`src/rtl/sema_mailbox.sv`:
```
// sema_mailbox: two independent 1-bit show-ahead FIFOs between the bit unit and the byte unit,
// with occupancy counts and shared sticky overflow/underflow flags.
module sema_fifo #(
    parameter int DEPTH = 4,
    parameter int CW    = $clog2(DEPTH) + 1
) (
    input  logic          clk,
    input  logic          rstn,
    input  logic          push,
    input  logic          din,
    input  logic          pop_req,
    output logic          valid,
    output logic          head,
    output logic          full,
    output logic [CW-1:0] count,
    output logic          ov_evt
);
    localparam int AW = $clog2(DEPTH);
    logic [DEPTH-1:0] mem;
    logic [AW-1:0]    wr_ptr;
    logic [AW-1:0]    rd_ptr;
    logic             pop;
    logic             push_ok;
    // A push into a full FIFO is only accepted when a pop frees the slot on the same edge.
    always_comb begin
        valid   = count != '0;
        full    = count == CW'(DEPTH);
        pop     = valid & pop_req;
        push_ok = push & (~full | pop);
        head    = valid ? mem[rd_ptr] : 1'b0;
        ov_evt  = push & full & ~pop;
    end
    always_ff @(posedge clk or negedge rstn) begin
        if (!rstn) begin
            mem    <= '0;
            wr_ptr <= '0;
            rd_ptr <= '0;
            count  <= '0;
        end else begin
            if (push_ok) begin
                mem[wr_ptr] <= din;
                wr_ptr      <= wr_ptr + AW'(1);
            end
            if (pop)
                rd_ptr <= rd_ptr + AW'(1);
            count <= count + CW'(push_ok) - CW'(pop);
        end
    end
endmodule

module sema_mailbox #(
    parameter int DEPTH = 4,
    parameter int CW    = $clog2(DEPTH) + 1
) (
    input  logic          clk,
    input  logic          rstn,
    output logic          byte_valid_o,
    output logic          byte_data_o,
    input  logic          byte_ready_i,
    output logic          byte_is_empty_o,
    input  logic          byte_write_i,
    input  logic          byte_data_i,
    input  logic          bit_write_i,
    input  logic          bit_data_i,
    output logic          bit_full_o,
    output logic          bit_valid_o,
    output logic          bit_data_o,
    input  logic          bit_read_i,
    output logic [CW-1:0] up_count_o,
    output logic [CW-1:0] dn_count_o,
    input  logic          clear_flags_i,
    output logic          overflow_o,
    output logic          underflow_o
);
    logic up_ov;
    logic dn_ov;
    logic dn_full;
    logic uf_evt;
    sema_fifo #(.DEPTH(DEPTH), .CW(CW)) u_up (
        .clk     (clk),
        .rstn    (rstn),
        .push    (bit_write_i),
        .din     (bit_data_i),
        .pop_req (byte_ready_i),
        .valid   (byte_valid_o),
        .head    (byte_data_o),
        .full    (bit_full_o),
        .count   (up_count_o),
        .ov_evt  (up_ov)
    );
    sema_fifo #(.DEPTH(DEPTH), .CW(CW)) u_dn (
        .clk     (clk),
        .rstn    (rstn),
        .push    (byte_write_i),
        .din     (byte_data_i),
        .pop_req (bit_read_i),
        .valid   (bit_valid_o),
        .head    (bit_data_o),
        .full    (dn_full),
        .count   (dn_count_o),
        .ov_evt  (dn_ov)
    );
    // The byte unit holds ready as a level, so only the bit unit's read can underflow.
    always_comb begin
        byte_is_empty_o = ~dn_full;
        uf_evt          = bit_read_i & ~bit_valid_o;
    end
    always_ff @(posedge clk or negedge rstn) begin
        if (!rstn) begin
            overflow_o  <= 1'b0;
            underflow_o <= 1'b0;
        end else begin
            overflow_o  <= up_ov | dn_ov | (overflow_o & ~clear_flags_i);
            underflow_o <= uf_evt | (underflow_o & ~clear_flags_i);
        end
    end
endmodule

```
`config.mk`:
```
export PLATFORM = sky130hd
export DESIGN_NAME = sema_mailbox
export DESIGN_NICKNAME = d
export VERILOG_FILES = /design/src/rtl/sema_mailbox.sv
export SDC_FILE = /design/constraint.sdc
export NUM_CORES = 1
export LEC_CHECK = 0
export ABC_AREA = 1
export CAP_MARGIN = 15
export CORE_AREA = 3 3 63 65
export CTS_BUF_LIST = sky130_fd_sc_hd__clkbuf_4 sky130_fd_sc_hd__clkbuf_8
export DETAILED_ROUTE_END_ITERATION = 12
export DIE_AREA = 0 0 66 68
export HOLD_SLACK_MARGIN = 0.15
export SLEW_MARGIN = 10
export SYNTH_ARGS = -nofsm -noshare
export SYNTH_HDL_FRONTEND = slang
export SYNTH_SLANG_ARGS = --single-unit
```
`constraint.sdc`:
```
create_clock -name clk -period 2.7 [get_ports clk]
set_input_delay 0.54 -clock clk [delete_from_list [all_inputs] [get_ports clk]]
set_output_delay 0.54 -clock clk [all_outputs]
set_load 0.02 [all_outputs]
```
==> flow_summary.json <==
{
  "outcome": "complete, no violations",
  "end_kind": "primary output",
  "fmax_mhz": 404,
  "ys_ff_latch": 24,
  "synth-xor-area-share_pct": 3.82,
  "syn_to_final_growth_pct": 24.5,
  "clk_latency_ps": 320,
  "fin_util_pct": 50.6,
  "p_leak_nw": 0.873,
  "initial_utilization_pct": 40.6,
  "core_um2": 3390,
  "post_cts_buffers": 0,
  "cts.sinks": 24,
  "dieHeight_um": 68,
  "hold_class": "flop to flop",
  "num_vias": 1070,
  "cp.required_ps": 2160,
  "reg2reg_setup_slack_ps": 660,
  "setup-violations-final": 0,
  "tritoncts": "yes",
  "cts_root_buffer": "clkbuf_4",
  "place_congestion": 0.817,
  "ir_worst_vdd_mv": 0.536,
  "synth_area_per_cell_um2": 8.66,
  "worst_slew_pin_slew_ps": 386,
  "synthMuxAreaShare_pct": 0,
  "max_cap_violations": 0,
  "wirelength_um": 2570,
  "io_buffer_count": 22,
  "synthAdderAreaFrac_pct": 12.9,
  "grt_max_degree": 25,
  "tns_ps": 0,
  "slew_violations": 0,
  "dp_hpwl_um": 2050,
  "skew_ps": 10.2,
  "grt_pass1_vias": 1048,
  "seq_area_frac_synth_pct": 43.6,
  "gr-total-overflow": 0,
  "fin_hold_ws_ps": 493,
  "fin_nets": 208,
  "synth_cell_types": 22,
  "post-route-period-util_pct": 91.7,
  "cts_buffers": 3,
  "syn_inst": 159,
  "io_pins": 23,
  "synth_top_family_by_area": "simple AND/OR/NAND/NOR gates",
  "synthSimpleGateAreaFrac_pct": 31.2,
  "fp-row-count": 21,
  "route.detailed.drc": 0,
  "relSlewSlack_pct": 74.2,
  "start_kind": "flop",
  "dieArea_um2": 4490,
  "wire_per_inst_um": 11.1,
  "rsz0062_at_grt": "false",
  "diodes": 0,
  "power.density_nw_per_um2": 1170,
  "antenna_found_initial": 0,
  "avgViaCountPerCell": 4.63,
  "synth_nets": 181,
  "drtIter0Drc": 52,
  "drive_gt1_share_pct": 10.3,
  "detail-route-antenna-nets": 0,
  "clock_path_buffers": 2,
  "ctsResizeCount": 0,
  "hold_violations": 0,
  "syn_area_um2": 1380,
  "synth_warnings": 0,
  "cp_max_fo": 4,
  "min_period_ps": 2480,
  "ctsHoldBuffers": 0,
  "first_pass_iters": 4,
  "htree_levels": 1,
  "clk_pin_slew_ps": 140,
  "arrival_ps": 1940,
  "grt_pass1_wl_um": 4650,
  "die_x_um": 66,
  "criticalPathCategory": "flop to primary output",
  "track_usage_pct": 13.6,
  "synth_compound_area_share_pct": 2.18
}
[cell usage in the layout, fill, tap and decap left out, types with 6 or more instances in the layout]
cell             netlist  routed
clkdlybuf4s50_1        0      22
nand3_1               13      13
ha_1                  11      11
nand2_1               49      49
nand4_1                8       8
nor2_1                 6       6
inv_1                 20      20
dfrtp_1               24      24
[sequential cells by signal, indices dropped and copies added, names as in the netlist, 2 cells and up]
| register | cells |
|---|---|
| u_dn.mem | 4 |
| u_dn.rd_ptr | 2 |
| u_up.wr_ptr | 2 |
| u_dn.wr_ptr | 2 |
| u_up.mem | 4 |
| u_up.count | 3 |
| u_dn.count | 3 |
| u_up.rd_ptr | 2 |
[power by group]
| part | switching (mW) | total, mW | internal (mW) |
|---|---|---|---|
| Sequential | 0.178 | 0.713 | 0.535 |
| Clock | 0.107 | 0.257 | 0.150 |
| Combinational | 0.561 | 1.04 | 0.477 |
| Total | 0.845 | 2.01 | 1.16 |
[through the flow]
step | setup WS, ps | cells | area [um^2] | total power [mW]
4_1_cts | 223 | 231 | 1710 | 2.04
3_3_place_gp | 408 | 227 | 1660 | 1.72
2_1_floorplan | 570 | 159 | 1380 | 1.38
5_1_grt | 21.5 | 231 | 1710 | 2.21
3_5_place_dp | 360 | 227 | 1660 | 1.77
6_report | 225 | 231 | 1710 | 2.01
[cells in the mapped netlist]
| master | n | area [um^2] |
|---|---|---|
| xor2_1 | 3 | 26.3 |
| nand2_2 | 3 | 18.8 |
| or2_2 | 2 | 12.5 |
| nand3_4 | 1 | 17.5 |
| nand2_4 | 2 | 22.5 |
| nand4_1 | 8 | 50.1 |
| a21boi_0 | 2 | 15.0 |
| nor2_4 | 1 | 11.3 |
| nor2_1 | 6 | 22.5 |
| nand3_2 | 1 | 10.0 |
| nor2_2 | 1 | 6.26 |
| dfrtp_1 | 24 | 601 |
| xnor2_1 | 3 | 26.3 |
| clkbuf_1 | 2 | 7.51 |
| nand2_1 | 49 | 184 |
| o21ai_0 | 3 | 15.0 |
| fa_1 | 2 | 40.0 |
| ha_1 | 11 | 138 |
| nand3_1 | 13 | 65.1 |
| or2_4 | 1 | 8.76 |
| inv_1 | 20 | 75.1 |
| inv_2 | 1 | 3.75 |
[routing by layer]
metal	vias to the layer above	global-route usage [%]	share of wire [%]
met1	499	15.6	44
met3	2	2.46	3.4
met4	0	4.57	0.82
li1	553	-	-
met2	16	25.4	52
met5	-	0	0
[critical path, stage by stage, from the launching register on]
cell,delay [ps]
dfrtp_1,450
inv_1,120
nand2_1,60
nand2_1,50
nand2_1,40
a21boi_0,240
clkdlybuf4s50_1,660
[final timing paths]
check,endpoint,depth (start not counted),start
worst max-delay path,bit_data_o,6,u_dn.rd_ptr[0]$_DFFE_PN0P_
worst min-delay path,u_up.mem[1]$_DFFE_PN0P_,2,u_up.mem[1]$_DFFE_PN0P_
worst max register to register,u_up.count[2]$_DFF_PN0_,10,u_up.count[1]$_DFF_PN0_
worst min register to register,u_up.mem[1]$_DFFE_PN0P_,2,u_up.mem[1]$_DFFE_PN0P_
max in group asynchronous,u_dn.wr_ptr[0]$_DFFE_PN0N_,2,rstn
min in group asynchronous,u_up.count[0]$_DFF_PN0_,2,rstn
[cell type report]
cell class | instances | area [um^2]
clock inverters | 1 | 30.0
well taps | 46 | 57.6
inverters | 21 | 78.8
multi-input cells | 112 | 689
repair buffers | 24 | 235
fillers | 329 | 1680
flip-flops and latches | 24 | 601
clock buffers | 3 | 22.5
[cells by family (layout without fill, tap and decap cells)]
group | Yosys count | in the layout
compound gates | 5 | 5
fa+ha+maj | 13 | 13
buf+inv | 23 | 49
xor+xnor | 6 | 6
simple gates | 88 | 88
flops | 24 | 24
(Power assumes the default switching activity.)
